===== config.mk =====
export PLATFORM = sky130hd
export DESIGN_NAME = pipe_stage_skid
export DESIGN_NICKNAME = d
export VERILOG_FILES = /design/src/rtl/pipe_pkg.sv /design/src/rtl/stage_slot.sv /design/src/rtl/pipe_stage_skid.sv
export SDC_FILE = /design/constraint.sdc
export NUM_CORES = 1
export LEC_CHECK = 0
export ABC_AREA = 1
export BUFFER_PORTS_ARGS = -buffer_cell sky130_fd_sc_hd__clkbuf_2
export CAP_MARGIN = 20
export CORE_MARGIN = 1.5
export CORE_UTILIZATION = 49
export DETAILED_ROUTE_END_ITERATION = 7
export HOLD_SLACK_MARGIN = 0.05
export PLACE_DENSITY_LB_ADDON = 0.25
export SYNTH_ARGS = -nofsm -noshare
export SYNTH_HDL_FRONTEND = slang
export SYNTH_SLANG_ARGS = --single-unit

===== constraint.sdc =====
create_clock -name clk -period 8.4 [get_ports clk]
set_input_delay 1.26 -clock clk [delete_from_list [all_inputs] [get_ports clk]]
set_output_delay 1.26 -clock clk [all_outputs]
set_load 0.05 [all_outputs]

===== src/rtl/pipe_pkg.sv =====
// Shared state encoding and helpers for the skid-buffered pipeline stage.
package pipe_pkg;

   typedef enum logic [1:0] {
      ST_EMPTY = 2'd0,
      ST_ONE   = 2'd1,
      ST_TWO   = 2'd2
   } state_e;

   function automatic logic [1:0] occ_of(state_e s);
      case (s)
         ST_ONE:  occ_of = 2'd1;
         ST_TWO:  occ_of = 2'd2;
         default: occ_of = 2'd0;
      endcase
   endfunction

endpackage


===== src/rtl/stage_slot.sv =====
// One {ctrl,data} storage slot with a load enable; no reset on the datapath.
module stage_slot #(
   parameter int unsigned W = 8
) (
   input  logic         clk,
   input  logic         load,
   input  logic [W-1:0] d,
   output logic [W-1:0] q
);

   always_ff @(posedge clk) begin
      if (load) q <= d;
   end

endmodule


===== src/rtl/pipe_stage_skid.sv =====
// Inter-stage pipeline register with registered in_ready, 2-entry skid buffer,
// flush and control-bundle squashing on bubbles.
module pipe_stage_skid
   import pipe_pkg::*;
#(
   parameter int unsigned DATA_W = 128,
   parameter int unsigned CTRL_W = 4,
   parameter int unsigned CNT_W  = 16
) (
   input  logic              clk,
   input  logic              reset,
   input  logic              flush,
   input  logic              in_valid,
   output logic              in_ready,
   input  logic [CTRL_W-1:0] in_ctrl,
   input  logic [DATA_W-1:0] in_data,
   output logic              out_valid,
   input  logic              out_ready,
   output logic [CTRL_W-1:0] out_ctrl,
   output logic [DATA_W-1:0] out_data,
   output logic [1:0]        occupancy,
   output logic [CNT_W-1:0]  stall_cnt
);

   localparam int unsigned SlotW = CTRL_W + DATA_W;

   state_e             state_q, state_d;
   logic               in_ready_q;
   logic [CNT_W-1:0]   stall_cnt_q;
   logic               main_load, skid_load, main_from_skid;
   logic [SlotW-1:0]   main_d, main_q, skid_q;
   logic               push, pop;

   assign out_valid = (state_q == ST_ONE) || (state_q == ST_TWO);
   assign push      = in_valid & in_ready_q;
   assign pop       = out_valid & out_ready;
   assign main_d    = main_from_skid ? skid_q : {in_ctrl, in_data};

   always_comb begin
      state_d        = state_q;
      main_load      = 1'b0;
      skid_load      = 1'b0;
      main_from_skid = 1'b0;
      if (reset || flush) begin
         state_d = ST_EMPTY;
      end else begin
         case (state_q)
            ST_EMPTY: begin
               if (push) begin
                  main_load = 1'b1;
                  state_d   = ST_ONE;
               end
            end
            ST_ONE: begin
               if (push && pop) begin
                  main_load = 1'b1;
               end else if (push) begin
                  skid_load = 1'b1;
                  state_d   = ST_TWO;
               end else if (pop) begin
                  state_d = ST_EMPTY;
               end
            end
            ST_TWO: begin
               if (pop) begin
                  main_load      = 1'b1;
                  main_from_skid = 1'b1;
                  state_d        = ST_ONE;
               end
            end
            default: state_d = ST_EMPTY;
         endcase
      end
   end

   always_ff @(posedge clk) begin
      if (reset) begin
         state_q     <= ST_EMPTY;
         in_ready_q  <= 1'b1;
         stall_cnt_q <= '0;
      end else begin
         state_q    <= state_d;
         in_ready_q <= (state_d != ST_TWO);
         // Saturating: flush deliberately leaves the count alone.
         if (out_valid && !out_ready && (stall_cnt_q != {CNT_W{1'b1}})) begin
            stall_cnt_q <= stall_cnt_q + CNT_W'(1);
         end
      end
   end

   stage_slot #(.W(SlotW)) u_main (
      .clk  (clk),
      .load (main_load),
      .d    (main_d),
      .q    (main_q)
   );

   stage_slot #(.W(SlotW)) u_skid (
      .clk  (clk),
      .load (skid_load),
      .d    ({in_ctrl, in_data}),
      .q    (skid_q)
   );

   assign in_ready  = in_ready_q;
   assign out_ctrl  = out_valid ? main_q[SlotW-1 -: CTRL_W] : '0;
   assign out_data  = main_q[DATA_W-1:0];
   assign occupancy = occ_of(state_q);
   assign stall_cnt = stall_cnt_q;

endmodule


==> flow_metrics.py <==
metrics = {
    "status": {
        "status": "finished clean",
    },
    "cells_and_area": {
        "drive_above_1_share": 0.522,
        "seq_area_um2": 8310,
        "multi_input_area_um2": 2600,
        "synthToLayoutAreaGrowth_pct": 14.3,
        "nFillCells": 1941,
        "nNetsFinal": 1055,
    },
    "yosys": {
        "synth_area_leaders": "edfxtp_1, mux2_4, buf_4, mux2_2, dfxtp_1",
        "synth-main-ff-cell": "edfxtp_1",
        "yosysSeqAreaShare": 0.688,
        "synth_nets": 875,
        "synth.cell_area_um2": 12100,
        "synth_top_area_frac": 0.657,
        "yosysTopAreaCell": "edfxtp_1",
        "synth_edf_count": 264,
        "ys.warnings.count": 0,
        "syn_avg_cell_area_um2": 16.5,
        "ys_ff_latch": 283,
        "synthArstFlopShare": 0,
        "yosysUniqueCellTypes": 26,
        "netlist_instances": 732,
    },
    "global_routing": {
        "grt_pass1_vias": 5803,
        "grt_pass1_wl_mm": 32.3,
        "overflow": 0,
        "grt_usage": 0.161,
        "grt_max_degree": 81,
        "antenna_found_initial": 1,
    },
    "cts": {
        "clock_path_buffers": 3,
        "cts_sinks": 283,
        "cts_setup_buffers": 0,
        "root_buffer": "clkbuf_16",
        "path_clk_slew_ns": 0.06,
        "cts_tree": "built",
        "cts_made_buffers": 30,
        "htree_levels": 1,
        "clk_latency_ns": 0.53,
        "ctsHoldBuffers": 0,
        "cts_resized": 0,
    },
    "sta": {
        "hold_violations": 0,
        "slew-limit-headroom": 0.288,
        "fin_setup_tns_ns": 0,
        "timing.final.crit_share": 0.415,
        "period_minus_slack_ns": 3.49,
        "rsz0062_at_grt": "false",
        "fin_ws_ns": 4.91,
        "skew_ns": 0.00793,
        "tightest_slew_ns": 1.07,
        "slew_viol_final": 0,
        "setup_viol": 0,
        "fmax_mhz": 287,
    },
    "flow_run": {
        "drv_cap": 0,
    },
    "die": {
        "dieArea_um2": 25600,
        "die_w_um": 160,
        "io_pins": 289,
        "row_count": 57,
        "start_util": 0.498,
        "die_h_um": 160,
        "core_region_area_um2": 24200,
    },
    "pwr": {
        "p_leak_nw": 5.59,
        "ir_drop_mv": 0.190,
        "p_total_mw": 3.02,
        "p_per_area_nw_per_um2": 218,
    },
    "worst_setup_path": {
        "reg2reg_setup_slack_ns": 5.29,
        "cp.required_ns": 8.69,
        "critical_path_peak_fanout": 69,
        "critPathBufInv": 2,
        "crit_slowest_cell": "buf_4",
        "criticalPathCategory": "in2reg",
        "critPathMaxStageDelay_ns": 0.95,
        "critPathCaptureType": "flop",
        "r2r-end": "u_main.q[16]",
        "reg2reg_depth": 7,
        "crit_family": "buffers and inverters",
        "worstPathArrival_ns": 3.78,
        "rr_startpoint": "state_q[0]",
        "cp-startpoint": "reset",
        "path_cells": "clkbuf_2, nor2_1, nand2_8, buf_4, mux2_2",
        "worstSetupStartpointType": "input port",
    },
    "routing": {
        "routedWlPerCell_um": 16.9,
        "ant_nets": 0,
        "drt_pass1_iterations": 4,
        "drc_errors": 0,
        "routed_via_density": 4.76,
        "wl_mm": 21.2,
        "drtIter0Drc": 397,
        "via_count": 5990,
    },
    "hold_path": {
        "hold_path_end": "stall_cnt[15]",
        "hp-start": "stall_cnt[15]",
        "hold_class": "reg2reg",
        "holdPathStages": 2,
    },
    "placement": {
        "pre_cts_slack_ns": 4.33,
        "dp_hpwl_mm": 14.0,
        "port-buffer-count": 288,
        "gp_congestion": 0.805,
    },
}
[metal layers]
| layer | vias up | global-route usage | wire (um) | part of all wire |
|---|---|---|---|---|
| met5 | - | 0 | 0 | 0 |
| met4 | 0 | 0.0450 | 366 | 0.017 |
| met3 | 30 | 0.0530 | 1910 | 0.090 |
| met2 | 221 | 0.249 | 9710 | 0.46 |
| met1 | 2860 | 0.219 | 9240 | 0.44 |
| li1 | 2879 | - | - | - |
[cell type report]
type	count	area share
Clock buffer	39	0.0584
Timing Repair Buffer	293	0.107
Antenna cell	1	0.000181
Multi-Input combinational cell	279	0.188
Clock inverter	14	0.00780
Sequential cell	283	0.602
Tap cell	324	0.0294
Inverter	25	0.00680
[tightest hold or removal path: cells and delay by family, from the launching register on]
family	cells	cell delay (ns)
AND/OR/NAND/NOR	1	0.09
AO/OA/AOI/OAI	1	0.06
flip-flops	1	0.36
[how the worst max path moves through the flow]
stage | endpoint | cells past startpoint
3_3_place_gp | u_main.q[49] | 5
6_report | u_main.q[16] | 5
2_1_floorplan | u_skid.q[0] | 5
4_1_cts | u_main.q[33] | 5
5_1_grt | u_main.q[39] | 5
3_5_place_dp | u_main.q[36] | 5
[flip-flops by register name, summed over array words and instances (netlist names)]
name,flops
stall_cnt,16
state_q,2
u_main.q,132
in_ready,1
u_skid.q,132
[layout by cell type, fill, tap and decap left out]
cell type and count:
nor2_4 4, o21ai_0 4, dfxtp_1 19, clkbuf_1 8, clkinv_2 2, a21oi_2 10
a21oi_1 4, bufinv_16 2, nor2_1 23, clkbuf_16 31, mux2_4 80, xor2_1 4
nor2_2 4, clkinv_1 10, a31oi_4 1, nand4_1 6, diode_2 1, o21ai_2 1
xnor2_1 2, ha_1 6, inv_1 22, nand2_1 62, nand3_1 11, buf_4 5
clkbuf_2 288, edfxtp_1 264, nand2_2 3, a21boi_0 1, mux2_2 52, inv_2 3
nand2_8 1
[cells in the mapped netlist, types with 4 or more instances]
master    number
xor2_1         4
mux2_4        80
buf_6         10
inv_1         22
buf_4        129
nand4_1        6
nand2_2        4
nor2_1        24
a21oi_2       10
mux2_2        52
nand3_1       11
nand2_1       62
buf_2          5
o21ai_0        4
ha_1           6
dfxtp_1       19
a21oi_1        4
nor2_2         4
edfxtp_1     264
[logic make-up (layout without fill, tap and decap cells)]
| kind of cell | count (synthesis) | in the layout | share of synthesized area |
|---|---|---|---|
| AOI/OAI and AO/OA | 21 | 21 | 0.0124 |
| xor gates and xnor gates | 6 | 6 | 0.00435 |
| adders and majority gates | 6 | 6 | 0.00622 |
| buffers and inverters | 170 | 371 | 0.0997 |
| DFF | 283 | 283 | 0.688 |
| muxes | 132 | 132 | 0.148 |
| other | 0 | 1 | 0 |
| and+or+nand+nor | 114 | 114 | 0.0413 |
[power breakdown]
| group | internal, mW | switching [mW] |
|---|---|---|
| logic | 0.0729 | 0.127 |
| registers | 1.57 | 0.00728 |
| clock network | 0.728 | 0.510 |
| total | 2.37 | 0.644 |
[per-stage QoR]
step,hold WS [ns],utilization,instances,area (um2)
6_report,0.538,0.569,1258,13800
5_1_grt,0.553,0.569,1258,13800
4_1_cts,0.535,0.569,1257,13800
3_5_place_dp,0.527,0.531,1204,12900
3_3_place_gp,0.517,0.531,1204,12900
2_1_floorplan,0.514,-,732,12100
(Power assumes the default switching activity.)
